$ cat config.mk
export PLATFORM = sky130hd
export DESIGN_NAME = cube_frame_rx_flat
export DESIGN_NICKNAME = d
export VERILOG_FILES = /design/src/rtl/cube_link_pkg.sv /design/src/rtl/cube_frame_rx_if.sv /design/src/rtl/uart_rx_core.sv /design/src/rtl/cube_frame_rx.sv /design/src/flat_wrapper.sv
export SDC_FILE = /design/constraint.sdc
export NUM_CORES = 1
export LEC_CHECK = 0
export ABC_CLOCK_PERIOD_IN_PS = 3700
export CORE_ASPECT_RATIO = 0.5
export CORE_MARGIN = 5
export CORE_UTILIZATION = 50
export CTS_CLUSTER_DIAMETER = 200
export DETAILED_ROUTE_END_ITERATION = 12
export GPL_ROUTABILITY_DRIVEN = 0
export MAX_ROUTING_LAYER = met4
export PLACE_DENSITY_LB_ADDON = 0.08
export RECOVER_POWER = 25
export REMOVE_ABC_BUFFERS = 1
export SLEW_MARGIN = 20
export SYNTH_ARGS = -nofsm -noshare
export SYNTH_HDL_FRONTEND = slang
export SYNTH_SLANG_ARGS = --single-unit
export TNS_END_PERCENT = 30
$ cat constraint.sdc
create_clock -name clk -period 3.7 [get_ports clk]
set_input_delay 1.11 -clock clk [delete_from_list [all_inputs] [get_ports clk]]
set_output_delay 1.11 -clock clk [all_outputs]
set_load 0.02 [all_outputs]
$ cat src/rtl/cube_link_pkg.sv
// Shared constants and types for the cube serial link (transmitter and receiver sides).
package cube_link_pkg;

  localparam int unsigned FRAME_BYTES        = 64;
  localparam int unsigned CUBE_ADDR_W        = 6;
  localparam int unsigned CUBE_DATA_W        = 8;
  localparam int unsigned CUBE_CLKS_PER_BIT  = 434;  // 50 MHz / 115200 baud
  localparam int unsigned CUBE_IDLE_GAP_BITS = 20;

  typedef enum logic [1:0] {
    RxIdle,
    RxStart,
    RxData,
    RxStop
  } rx_state_e;

endpackage

$ cat src/rtl/cube_frame_rx_if.sv
// Serial input, display read port and frame status of the cube-side frame receiver.
interface cube_frame_rx_if;
  import cube_link_pkg::*;

  logic                   rx;
  logic [CUBE_ADDR_W-1:0] rd_addr;
  logic [CUBE_DATA_W-1:0] rd_data;
  logic                   frame_valid;
  logic                   frame_done;
  logic                   framing_err;
  logic                   frame_abort;
  logic [15:0]            frame_count;

  modport master (
    output rx,
    output rd_addr,
    input  rd_data,
    input  frame_valid,
    input  frame_done,
    input  framing_err,
    input  frame_abort,
    input  frame_count
  );

  modport slave (
    input  rx,
    input  rd_addr,
    output rd_data,
    output frame_valid,
    output frame_done,
    output framing_err,
    output frame_abort,
    output frame_count
  );

endinterface

$ cat src/rtl/uart_rx_core.sv
// 8N1 UART receiver: 2-flop synchroniser, bit timer and start/data/stop FSM.
module uart_rx_core
  import cube_link_pkg::*;
#(
  parameter int unsigned CLKS_PER_BIT = CUBE_CLKS_PER_BIT
) (
  input  logic       clk,
  input  logic       rst,
  input  logic       rx,
  output logic       byte_valid,
  output logic [7:0] byte_data,
  output logic       framing_err,
  output logic       rx_idle
);

  localparam int unsigned TW = (CLKS_PER_BIT > 1) ? $clog2(CLKS_PER_BIT) : 1;
  localparam logic [TW-1:0] HALF_M1 = TW'(CLKS_PER_BIT / 2 - 1);
  localparam logic [TW-1:0] BIT_M1  = TW'(CLKS_PER_BIT - 1);

  logic            rx_meta_q, rx_sync_q, rx_prev_q;
  rx_state_e       state_q, state_d;
  logic [TW-1:0]   timer_q, timer_d;
  logic [2:0]      bit_q, bit_d;
  logic [7:0]      shift_q, shift_d;
  logic            brk_q, brk_d;

  always_ff @(posedge clk) begin
    if (rst) begin
      rx_meta_q <= 1'b1;
      rx_sync_q <= 1'b1;
      rx_prev_q <= 1'b1;
      state_q   <= RxIdle;
      timer_q   <= '0;
      bit_q     <= '0;
      shift_q   <= '0;
      brk_q     <= 1'b0;
    end else begin
      rx_meta_q <= rx;
      rx_sync_q <= rx_meta_q;
      rx_prev_q <= rx_sync_q;
      state_q   <= state_d;
      timer_q   <= timer_d;
      bit_q     <= bit_d;
      shift_q   <= shift_d;
      brk_q     <= brk_d;
    end
  end

  always_comb begin
    state_d     = state_q;
    timer_d     = timer_q + 1'b1;
    bit_d       = bit_q;
    shift_d     = shift_q;
    brk_d       = brk_q;
    byte_valid  = 1'b0;
    framing_err = 1'b0;
    case (state_q)
      RxIdle: begin
        timer_d = '0;
        if (rx_prev_q && !rx_sync_q) state_d = RxStart;
      end
      RxStart: begin
        if (timer_q == HALF_M1) begin
          timer_d = '0;
          bit_d   = '0;
          state_d = rx_sync_q ? RxIdle : RxData;
        end
      end
      RxData: begin
        if (timer_q == BIT_M1) begin
          timer_d = '0;
          shift_d = {rx_sync_q, shift_q[7:1]};
          bit_d   = bit_q + 1'b1;
          if (bit_q == 3'd7) state_d = RxStop;
        end
      end
      RxStop: begin
        if (brk_q) begin
          // Line held low after a bad stop bit: stay here until it idles high again.
          timer_d = '0;
          if (rx_sync_q) begin
            brk_d   = 1'b0;
            state_d = RxIdle;
          end
        end else if (timer_q == BIT_M1) begin
          timer_d = '0;
          if (rx_sync_q) begin
            byte_valid = 1'b1;
            state_d    = RxIdle;
          end else begin
            framing_err = 1'b1;
            brk_d       = 1'b1;
          end
        end
      end
      default: state_d = RxIdle;
    endcase
  end

  assign byte_data = shift_q;
  assign rx_idle   = (state_q == RxIdle);

endmodule

$ cat src/rtl/cube_frame_rx.sv
// Cube-side frame receiver: assembles UART bytes into 64-byte frames in a double-buffered store.
module cube_frame_rx
  import cube_link_pkg::*;
#(
  parameter int unsigned CLKS_PER_BIT  = CUBE_CLKS_PER_BIT,
  parameter int unsigned IDLE_GAP_BITS = CUBE_IDLE_GAP_BITS
) (
  input logic            clk,
  input logic            rst,
  cube_frame_rx_if.slave bus
);

  localparam int unsigned IDLE_LIM = IDLE_GAP_BITS * CLKS_PER_BIT;
  localparam int unsigned IW       = $clog2(IDLE_LIM + 1);
  localparam logic [IW-1:0]          IDLE_LIM_V = IW'(IDLE_LIM);
  localparam logic [CUBE_ADDR_W-1:0] LAST_IDX   = CUBE_ADDR_W'(FRAME_BYTES - 1);

  logic                   byte_valid;
  logic [7:0]             byte_data;
  logic                   core_ferr;
  logic                   rx_idle;

  logic [CUBE_ADDR_W-1:0] idx_q, idx_d;
  logic                   sel_q, sel_d;
  logic                   valid_q, valid_d;
  logic [15:0]            count_q, count_d;
  logic [IW-1:0]          idle_q, idle_d;
  logic                   done_q, done_d;
  logic                   ferr_q, ferr_d;
  logic                   abort_q, abort_d;
  logic [CUBE_DATA_W-1:0] rd_data_q;

  // Buffer sel_q is shown to the display; writes go to the other half.
  logic [CUBE_DATA_W-1:0] frame_mem [2*FRAME_BYTES];

  uart_rx_core #(
    .CLKS_PER_BIT(CLKS_PER_BIT)
  ) u_rx_core (
    .clk        (clk),
    .rst        (rst),
    .rx         (bus.rx),
    .byte_valid (byte_valid),
    .byte_data  (byte_data),
    .framing_err(core_ferr),
    .rx_idle    (rx_idle)
  );

  always_comb begin
    idx_d   = idx_q;
    sel_d   = sel_q;
    valid_d = valid_q;
    count_d = count_q;
    idle_d  = '0;
    done_d  = 1'b0;
    ferr_d  = core_ferr;
    abort_d = 1'b0;
    if (byte_valid) begin
      if (idx_q == LAST_IDX) begin
        idx_d   = '0;
        sel_d   = ~sel_q;
        done_d  = 1'b1;
        count_d = count_q + 16'd1;
        valid_d = 1'b1;
      end else begin
        idx_d = idx_q + 1'b1;
      end
    end else if (core_ferr) begin
      abort_d = (idx_q != '0);
      idx_d   = '0;
    end
    // Gap timer only runs between bytes of a partial frame.
    if (rx_idle && idx_q != '0) begin
      if (idle_q == IDLE_LIM_V) begin
        abort_d = 1'b1;
        idx_d   = '0;
      end else begin
        idle_d = idle_q + 1'b1;
      end
    end
  end

  always_ff @(posedge clk) begin
    if (rst) begin
      idx_q   <= '0;
      sel_q   <= 1'b0;
      valid_q <= 1'b0;
      count_q <= '0;
      idle_q  <= '0;
      done_q  <= 1'b0;
      ferr_q  <= 1'b0;
      abort_q <= 1'b0;
    end else begin
      idx_q   <= idx_d;
      sel_q   <= sel_d;
      valid_q <= valid_d;
      count_q <= count_d;
      idle_q  <= idle_d;
      done_q  <= done_d;
      ferr_q  <= ferr_d;
      abort_q <= abort_d;
    end
  end

  always_ff @(posedge clk) begin
    if (byte_valid) frame_mem[{~sel_q, idx_q}] <= byte_data;
  end

  always_ff @(posedge clk) begin
    if (rst || !valid_q) begin
      rd_data_q <= '0;
    end else begin
      rd_data_q <= frame_mem[{sel_q, bus.rd_addr}];
    end
  end

  assign bus.rd_data     = rd_data_q;
  assign bus.frame_valid = valid_q;
  assign bus.frame_done  = done_q;
  assign bus.framing_err = ferr_q;
  assign bus.frame_abort = abort_q;
  assign bus.frame_count = count_q;

endmodule

$ cat src/flat_wrapper.sv
// flat-port wrapper written by rule: the top's interface ports become plain ports
module cube_frame_rx_flat import cube_link_pkg::*;
#(
  parameter int unsigned CLKS_PER_BIT  = CUBE_CLKS_PER_BIT,
  parameter int unsigned IDLE_GAP_BITS = CUBE_IDLE_GAP_BITS
)
  (clk, rst, bus_rx, bus_rd_addr, bus_rd_data, bus_frame_valid, bus_frame_done, bus_framing_err, bus_frame_abort, bus_frame_count);
  cube_frame_rx_if bus_i ();
  input logic clk;
  input logic rst;
  input wire logic [$bits(bus_i.rx)-1:0] bus_rx;
  input wire logic [$bits(bus_i.rd_addr)-1:0] bus_rd_addr;
  output wire logic [$bits(bus_i.rd_data)-1:0] bus_rd_data;
  output wire logic [$bits(bus_i.frame_valid)-1:0] bus_frame_valid;
  output wire logic [$bits(bus_i.frame_done)-1:0] bus_frame_done;
  output wire logic [$bits(bus_i.framing_err)-1:0] bus_framing_err;
  output wire logic [$bits(bus_i.frame_abort)-1:0] bus_frame_abort;
  output wire logic [$bits(bus_i.frame_count)-1:0] bus_frame_count;
  assign bus_i.rx = bus_rx;
  assign bus_i.rd_addr = bus_rd_addr;
  assign bus_rd_data = bus_i.rd_data;
  assign bus_frame_valid = bus_i.frame_valid;
  assign bus_frame_done = bus_i.frame_done;
  assign bus_framing_err = bus_i.framing_err;
  assign bus_frame_abort = bus_i.frame_abort;
  assign bus_frame_count = bus_i.frame_count;
  cube_frame_rx #(.CLKS_PER_BIT(CLKS_PER_BIT), .IDLE_GAP_BITS(IDLE_GAP_BITS)) u_core (.clk(clk), .rst(rst), .bus(bus_i));
endmodule
# After elaboration in Yosys (flattened, before gate mapping)
# Memories as Yosys holds them, arrays and structs flattened. A register that Yosys moved wholly into a read port is not among the register bits.
# Index checks and enable logic that the tools add are counted.
[word_totals] output_inout_bits=28 ramBits=1024 ff_bits=67 n_memories=1
[classes] eq_ne=13 reduce_logical=14 mux=37 bitwise_logic=3 addsub=5
[memory_table] memory="u_core.frame_mem" depth=128 width=8 rd=1 rd_clocked_by_memory_dff=1 wr=1 line="cube_frame_rx.sv:34" source="logic [CUBE_DATA_W-1:0] frame_mem [2*FRAME_BYTES];"
[op_table] operator="$pmux W9 S4" n=1
[op_table] operator="$mux W6" n=5
[op_table] operator="$mux W9" n=3
[op_table] operator="$add A16 B1 Y16 const B" n=1
[op_table] operator="$mux W1" n=16
[op_table] operator="$mux W2" n=8
[op_table] operator="$add A14 B1 Y14 const B" n=1
[op_table] operator="$eq A14 B14 Y1 const B" n=1
[op_table] operator="$add A9 B1 Y9 const B" n=1
[op_table] operator="$eq A9 B8 Y1 const B" n=1
[op_table] operator="$eq A9 B9 Y1 const B" n=1
[op_table] operator="$ne A2 B2 Y1 const B" n=4
[op_table] operator="$pmux W2 S4" n=1
[op_table] operator="$add A6 B1 Y6 const B" n=1
[op_table] operator="$eq A6 B6 Y1 const B" n=1
[op_table] operator="$mux W3" n=2
[op_table] operator="$pmux W3 S2" n=1
[op_table] operator="$reduce_bool A6 Y1" n=1
[op_table] operator="$reduce_and A5 Y1" n=1
[op_table] operator="$eq A2 B2 Y1 const B" n=2
[op_table] operator="$reduce_and A2 Y1" n=2
[op_table] operator="$add A3 B1 Y3 const B" n=1
[op_table] operator="$eq A3 B3 Y1 const B" n=1
[op_table] operator="$ne A3 B3 Y1 const B" n=1
[op_table] operator="10 further kinds" n=14

# Logic depth before layout (Yosys ltp)
[logic_depth] depth_word=8 mapped_depth=10 depth_no_buf=8

# Hierarchy
# Synthesis repeated with hierarchy kept, for this count alone.
[unflattened] hier_cells=2211 area_unflattened_um2=42993.7
[by_module_without_submodules] module="cube_frame_rx" cells_per_inst=2086 area_per_inst_um2=41808.8 instances=1
[by_module_without_submodules] module="uart_rx_core" cells_per_inst=125 area_per_inst_um2=1184.9 instances=1

# Least setup slack after synthesis
# No wires, ideal clock.
[synth_path] kind="input -> register" start="input bus_rd_addr[1]" end="register u_core.rd_data_q[1], in the netlist u_core.bus.rd_data[1] (read register of u_core.frame_mem)" setup_time_ps=129 slack_ps=492 required_time_ps=3571 cell_stages=9 arrival_ps=3079 cell_sequence="buf_2 buf_2 buf_2 buf_1 mux4_2 a22oi_1 nand4_1 o31ai_1 nand3_1"
[synth_rtl] element="start, declared" line="flat_wrapper.sv:12" source="input wire logic [$bits(bus_i.rd_addr)-1:0] bus_rd_addr;"
[synth_rtl] element="end, declared" line="cube_frame_rx.sv:31" source="logic [CUBE_DATA_W-1:0] rd_data_q;"

==> out/metrics.yaml <==
drt:
  drc: 0
  ant_nets: 0
  viasPerCell: 6.02
  wl_um: 108000
  drt_iter0_drc: 2820
  first_pass_iters: 5
  routedWlPerCell_um: 28.9
  vias: 22438
layout:
  drive_above_1_share: 0.238
  design_area_um2: 49100
  final_nets: 2548
  nFillCells: 6279
  utilization: 0.583
  area_growth_pct: 15.0
worst_setup_path:
  cp_slowest_stage_delay_ns: 0.90
  r2r_cells: 8
  cp.required_ns: 4.21
  cp.arrival_ns: 3.94
  endpoint_kind: "flop"
  cp_max_fo: 5
  path_cells: "clkdlybuf4s50_1 > nand3b_1 > nor3_1 > buf_4 > a22oi_1 > nand4_1 > o31ai_1 > nand3_1"
  crit_type: "primary input to flop"
  startpoint_type: "primary input"
  slowest_stage: "o31ai_1"
timing:
  slew-limit-headroom: -0.989
  hold_viol: 0
  setup_ws_ns: 0.273
  drv_slew: 588
  worst_pin_slew_ns: 2.98
  rsz0062_at_grt: "no"
  post-route-period-util: 0.926
  period_minus_slack_ns: 3.43
  finClkSkew_ns: 0.0392
  setup-violations-final: 0
  max_freq_mhz: 292
synth:
  syn_area_um2: 42700
  yosysWarnings: 0
  synthCells: 2262
  syn_area_per_cell_um2: 18.9
  yosysUniqueCellTypes: 53
  async_flop_share: 0
  synth-edff-count: 1024
  ys_seq_area_frac: 0.755
  synthFlopType: "edfxtp_1"
  synth_seq_cells: 1099
cts:
  cts_hold_buf: 0
  cts-root-buf: "clkbuf_16"
  post_cts_buffers: 0
  numCtsBuffers: 94
  cts.repair.resized: 0
  cts_htree_levels: 3
  clock_latency_ns: 0.70
  cts_sinks: 1099
  clockBufferDepth: 3
  cts_tree: "done"
  clk_pin_slew_ns: 0.07
die:
  num_io_pins: 37
  fp.coreArea_um2: 84300
  floorplan.initialDensity: 0.507
  row_count: 75
  die_y_um: 217
  die_w_um: 423
  fp.dieArea_um2: 91700
place:
  dpl.hpwl_um: 70900
  placed_cell_area_um2: 46200
  io_buffers: 36
  dp_slack_ns: -0.346
global_route:
  grt_antenna_before_repair: 2
  gr-total-overflow: 0
  grt_max_degree: 85
  grt.total_usage: 0.244
  grt_first_pass_wirelength_um: 156000
  grt_pass1_vias: 22135
flow_run:
  cap_violations: 9
hold_path:
  hold_depth: 1
  hp-class: "flop to flop"
power:
  cellPowerDensity_nw_per_um2: 488
  leakagePower_nw: 16.0
  ir_drop_mv: 0.357
status:
  violations: "capacitance limit, slew limit"
  status: "complete, but fails checks"
## layout make-up
class | count | area [um^2] | share of cell area
antenna | 1 | 2.50 | 0.0000510
clock buffer | 134 | 2660 | 0.0541
clock inverter | 41 | 304 | 0.00619
inverter | 14 | 52.6 | 0.00107
multi-input combinational | 1030 | 9930 | 0.202
sequential | 1099 | 32300 | 0.657
tap | 1116 | 1400 | 0.0284
timing repair buffer | 290 | 2500 | 0.0510
## power breakdown
part	total [W]	switching, W	internal (W)
logic	0.000907	0.000492	0.000414
registers	0.0134	0.0000311	0.0134
clock network	0.00967	0.00439	0.00528
## cell usage after synthesis, types with 2 or more instances
master / number / share of area
o22ai_1: 10 / 0.0015
buf_1: 31 / 0.0027
dfxtp_1: 75 / 0.035
and2_1: 3 / 0.00044
edfxtp_1: 1024 / 0.72
a221oi_1: 14 / 0.0029
nor3_1: 15 / 0.0018
xnor2_1: 17 / 0.0035
a22oi_1: 64 / 0.011
and4b_1: 2 / 0.00047
buf_2: 22 / 0.0026
and4_1: 3 / 0.00062
o21a_1: 2 / 0.00035
nor2b_1: 24 / 0.0035
a311oi_1: 3 / 0.00062
ha_1: 10 / 0.0029
nand2b_1: 5 / 0.00073
mux4_2: 226 / 0.12
or4_1: 2 / 0.00035
or2_2: 6 / 0.00088
o31ai_1: 6 / 0.0011
inv_1: 14 / 0.0012
nand4_1: 25 / 0.0037
or3_1: 9 / 0.0013
a21o_1: 2 / 0.00035
and3_1: 12 / 0.0018
nor2_1: 226 / 0.020
nor4b_1: 5 / 0.0010
mux2i_1: 91 / 0.021
a32oi_1: 5 / 0.0010
nor4bb_1: 3 / 0.00070
clkbuf_1: 65 / 0.0057
nor4_1: 3 / 0.00044
nand3b_1: 12 / 0.0021
nand3_1: 80 / 0.0094
o21ai_0: 30 / 0.0035
a31oi_1: 5 / 0.00073
xor2_1: 11 / 0.0023
nand2_1: 67 / 0.0059
a21oi_1: 20 / 0.0023
## flip-flops by register name (all words and copies together), names as in the netlist, named ones only
| register | count |
|---|---|
| u_core.bus.frame_abort | 1 |
| u_core.bus.frame_count | 16 |
| u_core.bus.frame_done | 1 |
| u_core.bus.frame_valid | 1 |
| u_core.bus.framing_err | 1 |
| u_core.bus.rd_data | 8 |
| u_core.frame_mem | 1024 |
| u_core.idle_q | 14 |
| u_core.idx_q | 6 |
| u_core.sel_q | 1 |
| u_core.u_rx_core.bit_q | 3 |
| u_core.u_rx_core.brk_q | 1 |
| u_core.u_rx_core.byte_data | 8 |
| u_core.u_rx_core.rx_meta_q | 1 |
| u_core.u_rx_core.rx_prev_q | 1 |
| u_core.u_rx_core.rx_sync_q | 1 |
| u_core.u_rx_core.state_q | 1 |
| u_core.u_rx_core.timer_q | 9 |
## worst max-delay path, delay by kind of cell
family	cells	cell delay [ns]
AO/OA/AOI/OAI	2	1.22
buffers and inverters	2	0.81
AND/OR/NAND/NOR	4	0.78
## per-layer routing
layer / share of wire / track usage / up-vias
li1: - / - / 9685
met1: 0.45 / 0.356 / 11744
met2: 0.44 / 0.343 / 877
met3: 0.10 / 0.0770 / 132
met4: 0.015 / 0.0468 / 0
met5: 0 / - / -
## worst paths after layout
path | startpoint | to | slack [ns]
setup reg to reg | u_core.u_rx_core.timer_q[0] | u_core.frame_mem[40][2] | 0.42
setup / recovery | bus_rd_addr[5] | u_core.bus.rd_data[3] | 0.27
hold / removal | u_core.u_rx_core.rx_meta_q | u_core.u_rx_core.rx_sync_q | 0.41
hold reg to reg | u_core.u_rx_core.rx_meta_q | u_core.u_rx_core.rx_sync_q | 0.41
## layout by cell type (no fill, tap or decap), types with 20 or more instances in the layout
| cell | Yosys | layout |
|---|---|---|
| edfxtp_1 | 1024 | 1024 |
| clkbuf_16 | 0 | 98 |
| clkbuf_1 | 65 | 32 |
| nand3_1 | 80 | 80 |
| clkinv_1 | 0 | 20 |
| buf_12 | 0 | 21 |
| nand4_1 | 25 | 25 |
| a21oi_1 | 20 | 20 |
| nor2b_1 | 24 | 24 |
| nor2_1 | 226 | 226 |
| buf_4 | 0 | 229 |
| mux4_2 | 226 | 226 |
| dfxtp_1 | 75 | 73 |
| nand2_1 | 67 | 67 |
| a22oi_1 | 64 | 64 |
| clkdlybuf4s50_1 | 0 | 30 |
| o21ai_0 | 30 | 30 |
| mux2i_1 | 91 | 91 |
## cell families (layout without fill, tap and decap cells)
kind of cell | count (synthesis) | in the layout | synth area share
xor+xnor | 28 | 28 | 0.00574
buf+inv | 133 | 479 | 0.0124
compound gates | 164 | 164 | 0.0262
flops | 1099 | 1099 | 0.755
simple gates | 511 | 511 | 0.0569
other cells | 0 | 1 | 0
mux | 317 | 317 | 0.141
fa+ha+maj | 10 | 10 | 0.00293
## per-stage QoR
stage | hold WS [ns] | total power (W) | setup TNS [ns] | instances
after detailed placement | 0.402 | 0.0146 | -0.923 | 3549
final | 0.412 | 0.0240 | 0 | 3725
after floorplan | 0.389 | 0.0141 | 0 | 2143
after global routing | 0.441 | 0.0248 | 0 | 3725
after global placement | 0.401 | 0.0146 | -0.734 | 3549
after CTS | 0.416 | 0.0242 | 0 | 3724
Power figures use the tool's default switching activity.
